### src/rtl/axis_pkg.sv
// Shared AXI-Stream helpers: byte width and keep-mask utilities used by the
// packer and unpacker. Masks are handled at MAX_LANES width; callers cast.
package axis_pkg;

   localparam int unsigned BYTE_W    = 8;
   localparam int unsigned MAX_LANES = 64;

   // One-hot of the lowest (or, with msb_first, highest) set bit of mask.
   function automatic logic [MAX_LANES-1:0] onehot_first(
      input logic [MAX_LANES-1:0] mask,
      input logic                 msb_first
   );
      logic [MAX_LANES-1:0] v_src;
      logic [MAX_LANES-1:0] v_low;
      logic [MAX_LANES-1:0] v_res;
      for (int i = 0; i < int'(MAX_LANES); i++) begin
         v_src[i] = msb_first ? mask[int'(MAX_LANES)-1-i] : mask[i];
      end
      v_low = v_src & (~v_src + MAX_LANES'(1));
      for (int i = 0; i < int'(MAX_LANES); i++) begin
         v_res[i] = msb_first ? v_low[int'(MAX_LANES)-1-i] : v_low[i];
      end
      return v_res;
   endfunction

   function automatic logic is_onehot(input logic [MAX_LANES-1:0] mask);
      return (mask != '0) && ((mask & (mask - MAX_LANES'(1))) == '0);
   endfunction

endpackage

### src/rtl/axis_lane_select.sv
// Picks the next byte lane to emit from the remaining-lane mask and flags
// when that lane is the final one held.
module axis_lane_select
   import axis_pkg::*;
#(
   parameter int unsigned LANES     = 4,
   parameter bit          MSB_FIRST = 1'b0
) (
   input  logic [LANES*BYTE_W-1:0] i_data,
   input  logic [LANES-1:0]        i_rem,
   output logic [BYTE_W-1:0]       o_byte,
   output logic [LANES-1:0]        o_sel,
   output logic                    o_last_lane
);

   logic [MAX_LANES-1:0] w_rem_ext;

   assign w_rem_ext   = MAX_LANES'(i_rem);
   assign o_sel       = LANES'(onehot_first(w_rem_ext, MSB_FIRST));
   assign o_last_lane = is_onehot(w_rem_ext);

   // AND-OR mux driven by the one-hot select
   always_comb begin
      o_byte = '0;
      for (int k = 0; k < int'(LANES); k++) begin
         if (o_sel[k]) begin
            o_byte = o_byte | i_data[k*int'(BYTE_W) +: int'(BYTE_W)];
         end
      end
   end

endmodule

### src/rtl/axis_keep_unpacker.sv
// Wide-to-byte AXI-Stream unpacker: emits only tkeep-marked lanes, one byte
// per cycle, reloading the next beat as the last held byte leaves.
module axis_keep_unpacker
   import axis_pkg::*;
#(
   parameter int unsigned AXIS_I_BYTES = 4,
   parameter bit          MSB_FIRST    = 1'b0
) (
   input  logic                           clk,
   input  logic                           sreset,
   output logic                           axis_i_tready,
   input  logic                           axis_i_tvalid,
   input  logic                           axis_i_tlast,
   input  logic [AXIS_I_BYTES-1:0]        axis_i_tkeep,
   input  logic [AXIS_I_BYTES*BYTE_W-1:0] axis_i_tdata,
   input  logic                           axis_o_tready,
   output logic                           axis_o_tvalid,
   output logic                           axis_o_tlast,
   output logic [BYTE_W-1:0]              axis_o_tdata,
   output logic                           null_last
);

   localparam int unsigned DATA_W = AXIS_I_BYTES * BYTE_W;

   logic [DATA_W-1:0]       r_data;
   logic [AXIS_I_BYTES-1:0] r_rem;
   logic                    r_last;
   logic                    r_null_last;

   logic [AXIS_I_BYTES-1:0] w_sel;
   logic                    w_last_lane;
   logic                    w_in_hs;
   logic                    w_out_hs;

   axis_lane_select #(
      .LANES     (AXIS_I_BYTES),
      .MSB_FIRST (MSB_FIRST)
   ) u_lane_select (
      .i_data      (r_data),
      .i_rem       (r_rem),
      .o_byte      (axis_o_tdata),
      .o_sel       (w_sel),
      .o_last_lane (w_last_lane)
   );

   // Ready when empty or when the final held byte drains this cycle
   assign axis_i_tready = !sreset && ((r_rem == '0) || (w_last_lane && axis_o_tready));
   assign axis_o_tvalid = (r_rem != '0);
   assign axis_o_tlast  = r_last && w_last_lane;
   assign null_last     = r_null_last;

   assign w_in_hs  = axis_i_tvalid && axis_i_tready;
   assign w_out_hs = axis_o_tvalid && axis_o_tready;

   always_ff @(posedge clk) begin
      if (sreset) begin
         r_rem       <= '0;
         r_last      <= 1'b0;
         r_null_last <= 1'b0;
      end else begin
         r_null_last <= w_in_hs && axis_i_tlast && (axis_i_tkeep == '0);
         if (w_in_hs) begin
            r_data <= axis_i_tdata;
            r_rem  <= axis_i_tkeep;
            r_last <= axis_i_tlast;
         end else if (w_out_hs) begin
            r_rem <= r_rem & ~w_sel;
         end
      end
   end

endmodule

### config.mk
export PLATFORM = sky130hd
export DESIGN_NAME = axis_keep_unpacker
export DESIGN_NICKNAME = d
export VERILOG_FILES = /design/src/rtl/axis_pkg.sv /design/src/rtl/axis_lane_select.sv /design/src/rtl/axis_keep_unpacker.sv
export SDC_FILE = /design/constraint.sdc
export NUM_CORES = 1
export LEC_CHECK = 0
export ABC_AREA = 1
export CORE_ASPECT_RATIO = 0.9
export CORE_MARGIN = 1
export CORE_UTILIZATION = 44
export CTS_CLUSTER_SIZE = 30
export DETAILED_ROUTE_END_ITERATION = 7
export PLACE_DENSITY = 0.82
export SLEW_MARGIN = 20
export SYNTH_ARGS = -nofsm -noshare
export SYNTH_HDL_FRONTEND = slang
export SYNTH_SLANG_ARGS = --single-unit
### constraint.sdc
create_clock -name clk -period 2.1 [get_ports clk]
set_clock_uncertainty 0.15 [all_clocks]
set_input_delay 0.21 -clock clk [delete_from_list [all_inputs] [get_ports clk]]
set_output_delay 0.21 -clock clk [all_outputs]
set_load 0.1 [all_outputs]
==> impl_metrics.env <==
export IMPL_place_congestion=0.785
export IMPL_nets=238
export IMPL_cp_arrival_ns=1.66
export IMPL_vias=1256
export IMPL_ios=53
export IMPL_portBuffers=52
export IMPL_firstDrtPassIters=5
export IMPL_critPathLaunch="r_rem[0]$_SDFFE_PP0P_"
export IMPL_status="finished, final reports clean"
export IMPL_endpoint_kind="output pin"
export IMPL_tightest_slew_ns=0.329
export IMPL_p_total_w=0.00208
export IMPL_h_tree_depth=2
export IMPL_coreArea_um2=3380
export IMPL_place_area_um2=2320
export IMPL_synth_top_cell_by_area="edfxtp_1"
export IMPL_cts_buffer_depth=2
export IMPL_drive_above_1_share_pct=21.3
export IMPL_die_w_um=64.7
export IMPL_antenna_diode_count=0
export IMPL_synth_cell_types=19
export IMPL_antenna_found_initial=0
export IMPL_grt_usage_pct=21.4
export IMPL_final_cell_area_um2=2470
export IMPL_synth_xor_area_share_pct=0
export IMPL_yosys_top_cells_area="edfxtp_1 (62%), dfxtp_1 (7.7%), nand2_1 (7.7%), nand3_1 (5.1%), o2111ai_1 (4.5%)"
export IMPL_pwr_share_comb_pct=29.8
export IMPL_grt_max_degree=35
export IMPL_dieArea_um2=3780
export IMPL_timing_hold_worst_class="input pin to register"
export IMPL_cts_sinks=38
export IMPL_synthMuxAreaShare_pct=0
export IMPL_grt_ovfl_total=0
export IMPL_wl_met1_mm=1.44
export IMPL_clkTransAtPathRegs_ns=0.07
export IMPL_synth_compound_area_share_pct=6.67
export IMPL_cts_tree="yes"
export IMPL_max_slew_margin_rel_pct=78.0
export IMPL_syn_nets=174
export IMPL_worstHoldStart="axis_i_tdata[18]"
export IMPL_peakVddDrop_uv=639
export IMPL_fmax_mhz=495
export IMPL_numCtsBuffers=5
export IMPL_synth_seq_cells=38
export IMPL_p_leak_nw=0.947
export IMPL_synth_area_um2=1560
export IMPL_via_per_inst=5.21
export IMPL_min_period_ns=2.02
export IMPL_start_util_pct=46.1
export IMPL_synth_top_family_by_area="simple AND/OR/NAND/NOR gates"
export IMPL_power_density_nw_per_um2=840
export IMPL_wl_per_cell_um=15.5
export IMPL_clk_latency_ns=0.28
export IMPL_avgSynthCellArea_um2=11.7
export IMPL_maxCapViolCount=0
export IMPL_drc=0
export IMPL_yosys_area_share_adder_pct=0
export IMPL_clockPowerShare_pct=27.8
export IMPL_wl_mm=3.73
export IMPL_power_frac_seq_pct=42.5
export IMPL_cp_required_ns=1.74
export IMPL_wl_met3_um=180
export IMPL_drtAntennaViolNets=0
export IMPL_seq_area_frac_synth_pct=69.5
export IMPL_path_class="register to output pin"
export IMPL_final_common_cell="clkdlybuf4s50_1"
export IMPL_grt_pass1_wl_mm=5.67
export IMPL_grt_pass1_vias=1268
export IMPL_drv_slew=0
export IMPL_syn_inst=133
export IMPL_start_kind="register"
export IMPL_cts_root_buf="clkbuf_8"
export IMPL_dpl_hpwl_mm=2.64
export IMPL_netSwitchingFraction_pct=30.0
export IMPL_switchingPower_w=0.000623
export IMPL_first_iter_violations=72
export IMPL_layout_common_cells="clkdlybuf4s50_1 (40), nand2_1 (32), edfxtp_1 (32)"
export IMPL_setup_tns_ns=0
export IMPL_dieHeight_um=58.4
export IMPL_fill_cells=245
export IMPL_synth_top_area_share_pct=61.7
export IMPL_area_growth_synth_to_final_pct=58.8
export IMPL_placementRows=20
export IMPL_ys_warn_count=0
export IMPL_synth_simple_area_share_pct=18.5
export IMPL_dr_wl_met2_mm=1.97
export IMPL_r2r_start="r_rem[1]$_SDFFE_PP0P_"
export IMPL_fin_crit_sh_pct=96.2
export IMPL_setup_violations=0
export IMPL_top_layer="met4"
export IMPL_final_hold_violation_count=0
export IMPL_worst_path_max_fanout=11
export IMPL_p_int_w=0.00145
[worst max-delay path: stages, from the launching register on]
cell       delay, ns
dfxtp_1         0.33
buf_4           0.19
nor3_2          0.24
buf_4           0.18
nand2_1         0.06
o2111ai_1       0.14
buf_12          0.22
[state kept, by name, indices dropped and copies added (netlist names)]
| register | flops |
|---|---|
| r_data | 32 |
| r_rem | 4 |
| null_last | 1 |
| r_last | 1 |
[per-layer routing]
layer	up-vias	global-route usage (%)
met5	-	0
met4	0	12.7
met3	13	6.59
li1	602	-
met1	591	23.9
met2	50	36.4
[power by group through the flow]
stage	Sequential, W	Clock, W	Combinational (W)
final	0.000882	0.000576	0.000618
after CTS	0.000881	0.000588	0.000604
after floorplan	0.000894	0	0.000340
after detailed placement	0.000898	0	0.000597
after global routing	0.000884	0.000620	0.000643
after global placement	0.000895	0	0.000589
[through the flow]
step                      setup slack (ns)  instances  hold WS, ns  utilization (%)
after CTS                          -0.0127        241        0.318             72.0
after global routing               -0.0134        241        0.315             73.2
after floorplan                     -0.484        133        0.122                -
after global placement               0.181        234        0.325             68.7
final                               0.0796        241        0.324             73.2
after detailed placement             0.135        234        0.336             68.7
[cells in the mapped netlist]
cell        n
dfxtp_1     6
nand3_1    16
nor2_2      1
nor4_1      1
nor2_1      3
edfxtp_1   32
buf_6       1
o2111ai_1   8
nand3_4     1
clkinv_2    1
or2_0       1
a21oi_2     1
nand2_1    32
nand2_4     1
clkbuf_1    2
nand4_1     3
inv_1      16
nor3_1      2
a21oi_1     5
[path summary, 6_finish.rpt]
kind / end / slack (ns) / cells past startpoint
setup / recovery: axis_o_tdata[5] / 0.08 / 6
setup reg to reg: r_data[27]$_DFFE_PP_ / 0.23 / 8
hold / removal: r_data[18]$_DFFE_PP_ / 0.32 / 1
hold reg to reg: r_last$_SDFFE_PP0P_ / 0.34 / 2
[layout make-up]
class | count | area (um^2) | share of cell area, %
Clock buffer | 5 | 68.8 | 2.78
Clock inverter | 2 | 33.8 | 1.37
Inverter | 17 | 65.1 | 2.63
Multi-Input combinational cell | 75 | 468 | 18.9
Sequential cell | 38 | 1080 | 43.7
Tap cell | 44 | 55.1 | 2.23
Timing Repair Buffer | 60 | 701 | 28.3
[kinds of logic after synthesis]
kind of cell / Yosys count
buf+inv: 20
flops: 38
simple gates: 61
compound gates: 14
[what timing repair did]
action / 4_1_cts / 5_1_grt
setup endpoints to repair: 5 / 10
gates cloned: 0 / 0
hold buffers: 0 / 0
pin swaps: 0 / 1
buffers inserted: 0 / 0
gates resized for setup: 2 / 8
No activity file was read; power rests on OpenSTA's default activity.
==> patch (config.mk and constraints unchanged) <==
`MSB_FIRST` is set to 1'b0 in 2 places; all go to 1'b1.
--- a/src/rtl/axis_lane_select.sv
+++ b/src/rtl/axis_lane_select.sv
@@ -6,3 +6,3 @@
    parameter int unsigned LANES     = 4,
-   parameter bit          MSB_FIRST = 1'b0
+   parameter bit          MSB_FIRST = 1'b1
 ) (
--- a/src/rtl/axis_keep_unpacker.sv
+++ b/src/rtl/axis_keep_unpacker.sv
@@ -6,3 +6,3 @@
    parameter int unsigned AXIS_I_BYTES = 4,
-   parameter bit          MSB_FIRST    = 1'b0
+   parameter bit          MSB_FIRST    = 1'b1
 ) (
Function: changed (a bounded check fails within 4 cycles, from zero or initial values and one cycle with sreset high).
==> patch against the original RTL <==
Global-route usage shrank 1.3 points. Setup slack better by 0.0034 ns. Routed wire length is 9.4% lower. Sequential power fell by 0.6%. Power up 3.5%. Design area fell by 2.1%. Via count decreased by 7.6%. First-iteration DRC count down 28%. Sequential cell count stayed put. Register-to-register slack got worse by 0.11 ns. Synthesized area is 2.0% lower. Cell count decreased by 3.3%. Largest power group unchanged.
==> patch: results (changes against the original RTL) <==
status=finished clean (unchanged); Net Sw Frac=0.2664 (was 0.3002); max_slew headroom=0.8168 (was 0.7803); placed cell count=224 (was 234); Leak=0.8986 nW (was 0.9474 nW); synth unique cells=22 (was 19); Hold Path End=r_data[2] (was r_data[18]); register area share after synthesis=0.7088 (was 0.6945); synth top area cells=edfxtp_1 63%, nand2_1 9.4%, dfxtp_1 7.9% (was edfxtp_1 62%, dfxtp_1 7.7%, nand2_1 7.7%); startpoint of the worst hold path=axis_i_tdata[2] (was axis_i_tdata[18]); R2R depth=9 (was 8); detailed placement HPWL=2510 microns (was 2642 microns); Reg-to-Reg Start=r_rem[3] (was r_rem[1]); complex-gate fraction of the synthesized area=0.03035 (was 0.06672); DR WL/cell=14.51 microns (was 15.49 microns); via count=1161 (was 1256); FF-to-FF End=r_data[25] (was r_data[27]); maximum net fanout on the critical path=10 (was 11); Max rail drop VDD=0.0008449 V (was 0.0006388 V); largest net degree at the start of global routing=26 (was 35); Placer Congestion=0.8837 (was 0.7850); Post-Syn Area per Cell=12.01 sq um (was 11.70 sq um); Layout Nets=231 (was 238); post-synth net total=168 (was 174); Pre-antenna DRT Iters=4 (was 5); placed inst area=2251 sq um (was 2320 sq um); share of cells above drive strength 1=0.2094 (was 0.2132)
-- patch: worst max path at each step --
stage / endpoint / slack, ns / from
2_1_floorplan: axis_i_tready / -0.17 / r_rem[3]
3_3_place_gp: r_data[0] / 0.18 / axis_o_tready
3_5_place_dp: r_data[29] / 0.10 / axis_o_tready
4_1_cts: axis_o_tdata[4] / 0.03 / r_rem[2]
5_1_grt: axis_o_tdata[4] / 0.02 / r_rem[1]
6_report: axis_o_tdata[4] / 0.08 / r_rem[1]
-- patch: per-stage QoR --
| stage | power (mW) | hold WS, ns | setup WS, ns |
|---|---|---|---|
| final | 2.149 | 0.3298 | 0.08295 |
| after global routing | 2.213 | 0.3182 | 0.01564 |
| after CTS | 2.158 | 0.3252 | 0.03108 |
| after detailed placement | 1.413 | 0.3212 | 0.1033 |
| after global placement | 1.401 | 0.3206 | 0.1751 |
| after floorplan | 1.176 | 0.1224 | -0.1696 |
-- patch: per-layer routing --
layer | wire [microns] | GRT usage
met2 | 1891 | 0.3723
met3 | 153 | 0.05315
met4 | 35 | 0.05844
met5 | 0 | 0
met1 | 1300 | 0.2275
-- patch: power groups by stage --
stage,clock network [mW],logic (mW),registers (mW)
after CTS,0.755,0.525,0.877
after detailed placement,0,0.520,0.893
after floorplan,0,0.286,0.890
final,0.746,0.527,0.877
after global routing,0.784,0.549,0.880
after global placement,0,0.511,0.890
-- patch: cell type report --
class / count / area [sq um] / area share
flip-flops and latches: 38 / 1081 / 0.4465
well taps: 42 / 52.55 / 0.02171
multi-input cells: 79 / 422.9 / 0.1747
clock buffers: 6 / 82.58 / 0.03411
repair buffers: 59 / 693.2 / 0.2863
inverters: 7 / 28.78 / 0.01189
clock inverters: 2 / 60.06 / 0.02481
-- patch: timing repair --
item / in CTS / in global routing
hold buffers: 0 / 0
resized for setup: 3 / 2
pin swaps: 0 / 1
buffers inserted: 0 / 1
setup endpoints to repair: 8 / 9
-- patch: logic make-up after synthesis --
logic type             after synthesis
AO/OA/AOI/OAI                        8
buffers and inverters               10
flip-flops                          38
AND/OR/NAND/NOR                     71
-- patch: critical path: stages, from the launching register on --
cell and delay, ns:
dfxtp_1 0.35, buf_4 0.19, nor3_4 0.22, buf_4 0.20, nand2_1 0.07, nand4_1 0.15, buf_12 0.20
